## src/rtl/logic_gate_pkg.sv

```systemverilog
// -----------------------------------------------------------------------------
// logic_gate_pkg
// Shared definitions for the logic gate unit: the 3-bit op_sel encoding that
// picks which bitwise function is driven on the single selectable result.
// -----------------------------------------------------------------------------
package logic_gate_pkg;

    localparam int OP_SEL_W = 3;

    localparam logic [OP_SEL_W-1:0] OP_NOT  = 3'd0;
    localparam logic [OP_SEL_W-1:0] OP_AND  = 3'd1;
    localparam logic [OP_SEL_W-1:0] OP_OR   = 3'd2;
    localparam logic [OP_SEL_W-1:0] OP_NAND = 3'd3;
    localparam logic [OP_SEL_W-1:0] OP_NOR  = 3'd4;
    localparam logic [OP_SEL_W-1:0] OP_XOR  = 3'd5;
    localparam logic [OP_SEL_W-1:0] OP_XNOR = 3'd6;
    // Reserved code: the selected result is forced to zero.
    localparam logic [OP_SEL_W-1:0] OP_RSVD = 3'd7;

endpackage : logic_gate_pkg

```

## src/rtl/logic_gate_core.sv

```systemverilog
// -----------------------------------------------------------------------------
// logic_gate_core
// Purely combinational bank of the seven bitwise two-input functions plus the
// op_sel multiplexer for the single selectable result.
//
// Ports:
//   i_a, i_b     [WIDTH]  operands
//   i_op_sel     [3]      function select (see logic_gate_pkg)
//   o_not..o_xnor[WIDTH]  bitwise ~A, A&B, A|B, ~(A&B), ~(A|B), A^B, ~(A^B)
//   o_result     [WIDTH]  function chosen by i_op_sel, zero for reserved code
// -----------------------------------------------------------------------------
module logic_gate_core
    import logic_gate_pkg::*;
#(
    parameter int WIDTH = 1
) (
    input  logic [WIDTH-1:0]    i_a,
    input  logic [WIDTH-1:0]    i_b,
    input  logic [OP_SEL_W-1:0] i_op_sel,
    output logic [WIDTH-1:0]    o_not,
    output logic [WIDTH-1:0]    o_and,
    output logic [WIDTH-1:0]    o_or,
    output logic [WIDTH-1:0]    o_nand,
    output logic [WIDTH-1:0]    o_nor,
    output logic [WIDTH-1:0]    o_xor,
    output logic [WIDTH-1:0]    o_xnor,
    output logic [WIDTH-1:0]    o_result
);

    logic [WIDTH-1:0] w_and;
    logic [WIDTH-1:0] w_or;
    logic [WIDTH-1:0] w_xor;

    assign w_and  = i_a & i_b;
    assign w_or   = i_a | i_b;
    assign w_xor  = i_a ^ i_b;

    assign o_not  = ~i_a;
    assign o_and  = w_and;
    assign o_or   = w_or;
    assign o_nand = ~w_and;
    assign o_nor  = ~w_or;
    assign o_xor  = w_xor;
    assign o_xnor = ~w_xor;

    always_comb begin
        // NOTE: default assigned before the case so no path leaves o_result
        // unassigned; a missing default here would infer a latch.
        o_result = '0;
        case (i_op_sel)
            OP_NOT:  o_result = ~i_a;
            OP_AND:  o_result = w_and;
            OP_OR:   o_result = w_or;
            OP_NAND: o_result = ~w_and;
            OP_NOR:  o_result = ~w_or;
            OP_XOR:  o_result = w_xor;
            OP_XNOR: o_result = ~w_xor;
            default: o_result = '0;
        endcase
    end

endmodule : logic_gate_core

```

## src/rtl/logic_gate_unit.sv

```systemverilog
// -----------------------------------------------------------------------------
// logic_gate_unit
// Registered bank of the seven bitwise logic functions with a selectable single
// result and a valid flag. One cycle latency, one operand pair per cycle, no
// backpressure. Synchronous active-low reset clears every output to 0.
//
// Ports:
//   clk, rst_n        clock, synchronous active-low reset
//   A, B      [WIDTH] operands
//   in_valid          A/B/op_sel valid this cycle
//   op_sel    [3]     function driven on result
//   not_out..xnor_out registered bitwise functions (free-running)
//   result    [WIDTH] registered selected function
//   out_valid         registered copy of in_valid
// -----------------------------------------------------------------------------
module logic_gate_unit
    import logic_gate_pkg::*;
#(
    parameter int WIDTH = 1
) (
    input  logic                clk,
    input  logic                rst_n,
    input  logic [WIDTH-1:0]    A,
    input  logic [WIDTH-1:0]    B,
    input  logic                in_valid,
    input  logic [OP_SEL_W-1:0] op_sel,
    output logic [WIDTH-1:0]    not_out,
    output logic [WIDTH-1:0]    and_out,
    output logic [WIDTH-1:0]    or_out,
    output logic [WIDTH-1:0]    nand_out,
    output logic [WIDTH-1:0]    nor_out,
    output logic [WIDTH-1:0]    xor_out,
    output logic [WIDTH-1:0]    xnor_out,
    output logic [WIDTH-1:0]    result,
    output logic                out_valid
);

    logic [WIDTH-1:0] w_not;
    logic [WIDTH-1:0] w_and;
    logic [WIDTH-1:0] w_or;
    logic [WIDTH-1:0] w_nand;
    logic [WIDTH-1:0] w_nor;
    logic [WIDTH-1:0] w_xor;
    logic [WIDTH-1:0] w_xnor;
    logic [WIDTH-1:0] w_result;

    logic [WIDTH-1:0] r_not;
    logic [WIDTH-1:0] r_and;
    logic [WIDTH-1:0] r_or;
    logic [WIDTH-1:0] r_nand;
    logic [WIDTH-1:0] r_nor;
    logic [WIDTH-1:0] r_xor;
    logic [WIDTH-1:0] r_xnor;
    logic [WIDTH-1:0] r_result;
    logic             r_valid;

    logic_gate_core #(
        .WIDTH (WIDTH)
    ) u_core (
        .i_a      (A),
        .i_b      (B),
        .i_op_sel (op_sel),
        .o_not    (w_not),
        .o_and    (w_and),
        .o_or     (w_or),
        .o_nand   (w_nand),
        .o_nor    (w_nor),
        .o_xor    (w_xor),
        .o_xnor   (w_xnor),
        .o_result (w_result)
    );

    // Reset forces true zeros, not the function of zero inputs, so the
    // inverting outputs read 0 while rst_n is low.
    always_ff @(posedge clk) begin
        // NOTE: non-blocking assignments so every register samples the
        // pre-edge values; blocking here would create ordering races.
        if (!rst_n) begin
            r_not    <= '0;
            r_and    <= '0;
            r_or     <= '0;
            r_nand   <= '0;
            r_nor    <= '0;
            r_xor    <= '0;
            r_xnor   <= '0;
            r_result <= '0;
            r_valid  <= 1'b0;
        end else begin
            // Gate outputs update every cycle; in_valid only qualifies result.
            r_not    <= w_not;
            r_and    <= w_and;
            r_or     <= w_or;
            r_nand   <= w_nand;
            r_nor    <= w_nor;
            r_xor    <= w_xor;
            r_xnor   <= w_xnor;
            r_result <= w_result;
            r_valid  <= in_valid;
        end
    end

    assign not_out   = r_not;
    assign and_out   = r_and;
    assign or_out    = r_or;
    assign nand_out  = r_nand;
    assign nor_out   = r_nor;
    assign xor_out   = r_xor;
    assign xnor_out  = r_xnor;
    assign result    = r_result;
    assign out_valid = r_valid;

endmodule : logic_gate_unit

```

## config.mk

```make
export PLATFORM = sky130hd
export DESIGN_NAME = logic_gate_unit
export DESIGN_NICKNAME = d
export VERILOG_FILES = /design/src/rtl/logic_gate_pkg.sv /design/src/rtl/logic_gate_core.sv /design/src/rtl/logic_gate_unit.sv
export SDC_FILE = /design/constraint.sdc
export NUM_CORES = 1
export LEC_CHECK = 0
export CORE_AREA = 10 10 47 49
export CTS_CLUSTER_SIZE = 16
export DETAILED_ROUTE_END_ITERATION = 16
export DIE_AREA = 0 0 57 59
export PLACE_DENSITY_LB_ADDON = 0.25
export SETUP_SLACK_MARGIN = 0.5
export SLEW_MARGIN = 10
export SYNTH_ARGS = -nofsm -noshare
export SYNTH_HDL_FRONTEND = slang
export SYNTH_HIERARCHICAL = 1
export SYNTH_SLANG_ARGS = --single-unit
```

## constraint.sdc

```tcl
create_clock -name clk -period 2.78 [get_ports clk]
set_clock_uncertainty 0.05 [all_clocks]
set_input_delay 0.556 -clock clk [delete_from_list [all_inputs] [get_ports clk]]
set_output_delay 0.556 -clock clk [all_outputs]
set_load 0.01 [all_outputs]
```

==> results.yml <==
synth:
  seq_area_frac_synth_pct: 51.80
  syn_nets: 44
  synth.distinct_cells: 11
  synth_area_leaders: "dfxtp_1 (52%), and2_1 (16%), ha_1 (7.2%)"
  synth_top_cell_by_area: "dfxtp_1"
  yosysWarnings: 6
  yosysTopAreaCellShare_pct: 51.80
  syn_avg_cell_area_sq_um: 10.23
  synth_cells: 34
  syn_area_sq_um: 347.8
  ys_ff_latch: 9
timing:
  slew_violations: 0
  maxSlewHeadroom_pct: 84.38
  rsz0062_at_grt: "false"
  max_freq_mhz: 520.9
  fin_setup_tns_ps: 0
  worst_pin_slew_ps: 233.6
  fin_crit_sh_pct: 69.06
  setup_viol: 0
  hold_viol: 0
  finalCriticalPeriod_ps: 1920
clocking:
  cts_buffer_depth: 2
  clock_sinks: 9
  path_clk_slew_ps: 60
  cts_buffers: 3
  postCtsHoldBufs: 0
  cts_root_buf: "clkbuf_4"
  post_cts_buffers: 0
  cts_tree: "built"
  htreeDepth: 1
  cts_resized: 0
die:
  start_util_pct: 24.82
  io_pins: 17
  die_w_microns: 57
  die_y_microns: 59
  std_cell_rows: 14
  dieArea_sq_um: 3363
  core_area_sq_um: 1401
layout:
  antennaDiodeCount: 0
  ff_latch_area_sq_um: 180.2
  nNetsFinal: 65
  fillers: 154
  drive_above_1_share_pct: 7.407
  final_cell_mix: "clkdlybuf4s50_1 (16), and2_1 (9), dfxtp_1 (9)"
  finish.instance_area_sq_um: 554.3
  areaGrowthSynthToFinish_pct: 59.35
  multi_input_area_sq_um: 145.1
  layout_commonest_cell: "clkdlybuf4s50_1"
routing:
  routed_wl_microns: 674
  drt-initial-drc-count: 3
  ant_nets: 0
  via_count: 277
  firstDrtPassIters: 2
  drc: 0
  avgViaCountPerCell: 3.957
  avgRoutedWirePerCell_microns: 9.629
placement:
  hpwl_microns: 570.5
  io_buffers: 16
  place_congestion: 0.6833
  placed_cell_area_sq_um: 528.0
critical_path:
  cp.arrival_ps: 2070
  path_max_fanout: 3
  start_kind: "input pin"
  endpoint_kind: "flip-flop"
  setup.worst_path.class: "in2reg"
  required_ps: 2930
global_route:
  grt_use_total_pct: 4.640
  grt_max_degree: 10
  first_global_vias: 281
  overflow: 0
  antenna_found_initial: 0
  grt_pass1_wl_mm: 1.193
hold_path:
  min_delay_path_depth: 2
  hold_end: "out_valid"
  hold_class: "in2reg"
  hold_start: "in_valid"
pwr:
  power_frac_comb_pct: 18.1
  p_clk_share_pct: 33.4
  power.static_leakage_nw: 0.2355
  p_int_mw: 0.2244
  p_sw_share_pct: 21.76
  seqPwrFrac_pct: 48.5
  p_total_mw: 0.2868
  p_per_area_nw_per_um2: 517.5
  switching_power_mw: 0.06240
  ir_drop_mv: 0.1784
run:
  cap_violations: 0
outcome:
  status: "finished, final reports clean"
## routing by layer
layer	vias to the layer above	global-route usage (%)	wire length (microns)
met5	-	0	0
met4	0	7.047	26
met3	2	1.288	44
met2	11	6.667	303
met1	112	4.436	300
li1	152	-	-
## power groups by stage
| stage | Clock [mW] | Sequential [mW] | Combinational, mW |
|---|---|---|---|
| 2_1_floorplan | 0 | 0.147 | 0.0163 |
| 3_3_place_gp | 0 | 0.142 | 0.0528 |
| 3_5_place_dp | 0 | 0.142 | 0.0529 |
| 4_1_cts | 0.103 | 0.139 | 0.0530 |
| 5_1_grt | 0.112 | 0.140 | 0.0579 |
| 6_report | 0.0959 | 0.139 | 0.0519 |
## cell usage after synthesis (all sizes together)
library cell / number
and2: 9
o2111ai: 1
o221ai: 1
dfxtp: 9
nand2b: 1
inv: 6
nand2: 2
ha: 2
o21ai: 1
o311a: 1
mux2: 1
## kinds of logic after synthesis
kind of cell,share of synthesized area (%)
AOI/OAI and AO/OA,11.15
adders and majority gates,7.193
buffers and inverters,6.474
DFF,51.80
muxes,3.237
and+or+nand+nor,20.14
## flip-flops by register name, summed over array words and instances (netlist names)
name / flops
or_out: 1
out_valid: 1
and_out: 1
xor_out: 1
xnor_out: 1
nand_out: 1
result: 1
nor_out: 1
not_out: 1
## critical path, cell delays in order
cell,delay [ps]
clkdlybuf4s50_1,500
inv_1,60
ha_1,210
mux2_1,300
o221ai_2,160
o311a_1,170
and2_1,110
## per-stage QoR
stage               setup slack [ps]  std cells  hold WS [ps]  util, %
floorplan                       1189         34         627.7        -
global placement               615.9         66          1099    37.68
detailed placement             605.2         66          1101    37.68
CTS                            862.8         70         833.3    39.55
global route                   765.4         70         851.3    39.55
finish                         860.2         70         843.8    39.55
## worst max-delay path by stage
stage,end,depth (start not counted),start,slack [ps]
3_3_place_gp,result,7,A,620
4_1_cts,result,7,A,860
2_1_floorplan,result,6,A,1190
5_1_grt,result,7,A,770
6_report,result,7,A,860
3_5_place_dp,result,7,A,610
## final cells by class
| type | count | share of cell area, % |
|---|---|---|
| Tap cell | 16 | 3.612 |
| Sequential cell | 9 | 32.51 |
| Clock buffer | 4 | 4.740 |
| Timing Repair Buffer | 16 | 28.89 |
| Multi-Input combinational cell | 19 | 26.19 |
| Inverter | 6 | 4.063 |
No activity file was read; power rests on OpenSTA's default activity.
==> edit 1: new RTL, same flow settings <==
`OP_SEL_W`: 3 -> 5.
--- a/src/rtl/logic_gate_pkg.sv
+++ b/src/rtl/logic_gate_pkg.sv
@@ -6,5 +6,5 @@
 package logic_gate_pkg;
 
-    localparam int OP_SEL_W = 3;
+    localparam int OP_SEL_W = 5;
 
     localparam logic [OP_SEL_W-1:0] OP_NOT  = 3'd0;
Ports: changed (resized op_sel); port bits go from 17 to 19. No check against the original RTL was run, so the function may have changed too.
==> edit 1 against the unedited design <==
- routed wire length rose by 11%
- sequential cell count did not move
- power rose by 0.64%
- core utilization rose by 0.89 points
- area after synthesis fell by 2.2%
- design area rose by 2.3%
- hold slack got worse by 0.0090 ns
- worst setup slack got worse by 0.026 ns
- largest power group unchanged
==> edit 1: results <==
group,metric,value,unit
outcome,outcome,"finished clean",
synth,ys_types,10,
place,place.gp.congestion,0.668,
global_route,antenna_found_initial,0,
route,drt-initial-drc-count,3,
route,dr.pass1.iters,4,
final_layout,fillers,151,
synth,synthTopCellsByArea,"dfxtp_1 53%, and2_1 17%, ha_1 7.4%, mux2i_1 5.9%, inv_1 5.5%",
flow_run,drv_cap,0,
final_layout,nets,68,
power,leakage,0.000247,µW
synth,ys_seq_area_share,52.9,%
place,hpwlAfterDp,608,µm
clocking,cts_buffer_depth,2,
global_route,grt_pass1_vias,307,
synth,synth_common_cells,"9 x and2_1, 9 x dfxtp_1, 5 x inv_1",
final_layout,n_antenna_cell,0,
worst_setup_path,cp_max_fo,3,
sta,slew_headroom,85.3,%
synth,synth_adder_area_share,7.35,%
global_route,grtUsageTotal,4.99,%
power,irDropWorstVdd,0.170,mV
synth,syn_nets,45,
worst_setup_path,crit_slowest_cell,"clkdlybuf4s50_1",
synth,synth_xor_area_share,0,%
worst_hold_path,hold_path_class,"in -> reg",
synth,async_flop_share,0,%
route,drt-vias-per-instance,3.99,
route,wl_per_cell,10.5,µm
clocking,cts_buffers,3,
synth,yosysWarnings,6,
synth,synth.area.mux_share,5.88,%
power,p_int,224,µW
clocking,post_cts_buffers,0,
worst_setup_path,cp_slowest_stage_delay,0.50,ns
clocking,clk_pin_slew,0.06,ns
place,place_area,541,µm²
synth,synth_compound_area_share,9.19,%
worst_setup_path,cp.arrival,2.10,ns
clocking,cts_resized,0,
global_route,grt_pass1_wl,1.24,mm
place,io_buffers,18,
global_route,grt_max_degree,10,
synth,synth_enable_flop_cells,0,
clocking,cts-root-buf,"clkbuf_4",
final_layout,drive_above_1_share,5.45,%
## edit 1: critical path: cells and delay by family
kind            cells  cell delay (ns)
buf+inv             2             0.56
fa+ha+maj           1             0.32
compound gates      2             0.31
mux                 1             0.19
simple gates        1             0.15
## edit 1: power by group through the flow
| stage | clock (µW) | sequential [µW] | combinational (µW) |
|---|---|---|---|
| final | 99.1 | 138 | 51.6 |
| after detailed placement | 0 | 141 | 52.5 |
| after floorplan | 0 | 145 | 15.2 |
| after CTS | 102 | 138 | 52.5 |
| after global placement | 0 | 141 | 52.4 |
| after global routing | 109 | 139 | 57.0 |
## edit 1: cell type report
type                    count  share of cell area [%]
clock buffers               4                    4.64
well taps                  16                    3.53
repair buffers             18                    31.8
flip-flops and latches      9                    31.8
inverters                   5                    3.31
multi-input cells          19                    24.9
## edit 1: path summary, 6_finish.rpt
kind | startpoint | to | slack, ns | depth (start not counted)
max | A | result$_SDFF_PN0_ | 0.83 | 7
min | in_valid | out_valid$_SDFF_PN0_ | 0.83 | 2
## edit 1: per-stage QoR
step / util, % / setup slack (ns) / instances / hold WS [ns]
floorplan: - / 1.19 / 33 / 0.628
global placement: 38.6 / 0.575 / 67 / 1.10
detailed placement: 38.6 / 0.571 / 67 / 1.11
CTS: 40.4 / 0.841 / 71 / 0.834
global route: 40.4 / 0.693 / 71 / 0.843
finish: 40.4 / 0.834 / 71 / 0.835
## edit 1: per-layer routing
layer,vias to the layer above,global-route usage (%),part of all wire [%]
met5,-,0,0
met4,0,8.05,3.6
met3,2,2.58,13
met2,13,6.67,47
met1,118,4.32,36
li1,150,-,-
==> edit 2: new RTL, config.mk and constraints unchanged <==
Without the edit above. Add an input register stage for `A`, `B`, `in_valid` and `op_sel`, without a reset; this delays them by one clock. Comments in the files are not updated.
--- a/src/rtl/logic_gate_unit.sv
+++ b/src/rtl/logic_gate_unit.sv
@@ -36,4 +36,16 @@
 );
 
+    logic [WIDTH-1:0] A_q;
+    logic [WIDTH-1:0] B_q;
+    logic in_valid_q;
+    logic [OP_SEL_W-1:0] op_sel_q;
+
+    always_ff @(posedge clk) begin
+        A_q        <= A;
+        B_q        <= B;
+        in_valid_q <= in_valid;
+        op_sel_q   <= op_sel;
+    end
+
     logic [WIDTH-1:0] w_not;
     logic [WIDTH-1:0] w_and;
@@ -58,7 +70,7 @@
         .WIDTH (WIDTH)
     ) u_core (
-        .i_a      (A),
-        .i_b      (B),
-        .i_op_sel (op_sel),
+        .i_a      (A_q),
+        .i_b      (B_q),
+        .i_op_sel (op_sel_q),
         .o_not    (w_not),
         .o_and    (w_and),
@@ -96,5 +108,5 @@
             r_xnor   <= w_xnor;
             r_result <= w_result;
-            r_valid  <= in_valid;
+            r_valid  <= in_valid_q;
         end
     end
Formal check against the unedited RTL: not equivalent (a bounded check fails within 4 cycles, from zero or initial values and one cycle with rst_n low).
==> edit 2 against the unedited design <==
- non-clock buffer count stayed put
- design area increased by 22%
- worst setup slack improved by 0.20 ns
- count of clock-buffer cells in the layout unchanged
- power increased by 39%
- final cell count rose by 8.6%
- sequential cell count is 6 higher
- area after synthesis is 35% higher
- routed wire length rose by 13%
- die area did not move
- maximum frequency up 11%
- global-route usage up 0.42 points
- largest cell class unchanged
==> edit 2: results <==
group,metric,value,unit
power,irDropWorstVdd,0.281,mV
route,route.detailed.drc,0,
synth,ys_seq_area_share,64.2,%
synth,yosysWarnings,6,
synth,synth_flop_cell,"dfxtp_1",
final_layout,fillers,143,
final_layout,n_antenna_cell,0,
sta,tightest_slew,0.206,ns
worst_setup_path,startpoint,"xnor_out$_SDFF_PN0_",
route,dr.pass1.iters,4,
final_layout,finish.utilization,48.1,%
place,place_area,648,µm²
worst_setup_path,cp_top_family,"buffers and inverters",
synth,async_flop_share,0,%
route,vias,322,
final_layout,largest_register_ffs,3,
place,hpwlAfterDp,629,µm
global_route,grt_pass1_wl,1.32,mm
power,leakage,0.000286,µW
global_route,antenna_found_initial,0,
synth,synthTopCellsByArea,"dfxtp_1 64%, and2_1 12%, ha_1 5.3%, inv_1 4.8%, o221ai_2 3.2%",
final_layout,nets,71,
synth,synth_common_cells,"15 x dfxtp_1, 9 x and2_1, 6 x inv_1, 2 x ha_1, 2 x nand2_1",
sta,fmax,581,MHz
final_layout,drive_above_1_share,6.67,%
global_route,grtUsageTotal,5.06,%
outcome,outcome,"finished clean",
power,p_sw_share,21.0,%
worst_setup_path,crit_slowest_cell,"clkdlybuf4s50_1",
final_layout,top_register,"op_sel_q",
worst_hold_path,hold_path_class,"reg -> reg",
synth,syn_nets,50,
place,place.gp.congestion,0.702,
place,io_buffers,16,
worst_setup_path,cp.arrival,1.12,ns
route,drt-initial-drc-count,2,
sta,hold_violations,0,
worst_setup_path,cp_max_fo,1,
clocking,cts_buffers,3,
clocking,clk_pin_slew,0.08,ns
clocking,clkLatencyLatePin,0.27,ns
clocking,htreeDepth,1,
route,wirelength,764,µm
worst_setup_path,cp_slowest_stage_delay,0.53,ns
global_route,grt_max_degree,10,
worst_hold_path,min_from,"in_valid_q$_DFF_P_",
synth,ys_types,11,
worst_setup_path,cp-start-kind,"flip-flop",
## edit 2: metrics by stage
| step | worst slack [ns] | instances |
|---|---|---|
| finish | 1.06 | 76 |
| global route | 0.997 | 76 |
| CTS | 1.03 | 76 |
| detailed placement | 1.31 | 72 |
| global placement | 1.33 | 72 |
| floorplan | 1.40 | 40 |
## edit 2: cells by family after synthesis
logic type | after synthesis | synth area share, %
DFF | 15 | 64.2
and+or+nand+nor | 12 | 15.0
adders and majority gates | 2 | 5.35
muxes | 1 | 2.41
AOI/OAI and AO/OA | 4 | 8.29
buffers and inverters | 6 | 4.81
## edit 2: cell type report
type | count | share of cell area (%)
clock buffers | 4 | 3.90
inverters | 6 | 3.34
multi-input cells | 19 | 21.5
flip-flops and latches | 15 | 44.5
well taps | 16 | 2.97
repair buffers | 16 | 23.7
## edit 2: power groups by stage
stage / sequential (µW) / combinational, µW / clock (µW)
final: 233 / 49.0 / 116
after global routing: 235 / 54.2 / 136
after CTS: 233 / 50.1 / 124
after detailed placement: 238 / 50.0 / 0
after global placement: 238 / 49.3 / 0
after floorplan: 242 / 16.1 / 0
## edit 2: path summary, 6_finish.rpt
kind,end,slack (ns),cells after the start
max,xnor_out,1.06,1
min,out_valid$_SDFF_PN0_,0.39,1
max reg2reg,result$_SDFF_PN0_,1.29,6
min reg2reg,out_valid$_SDFF_PN0_,0.39,1
## edit 2: metal layers
metal	GRT usage, %	vias up	part of all wire (%)
met2	6.05	14	41
met3	3.43	2	14
met5	0	-	0
li1	-	168	-
met1	5.61	138	43
met4	5.03	0	0.65
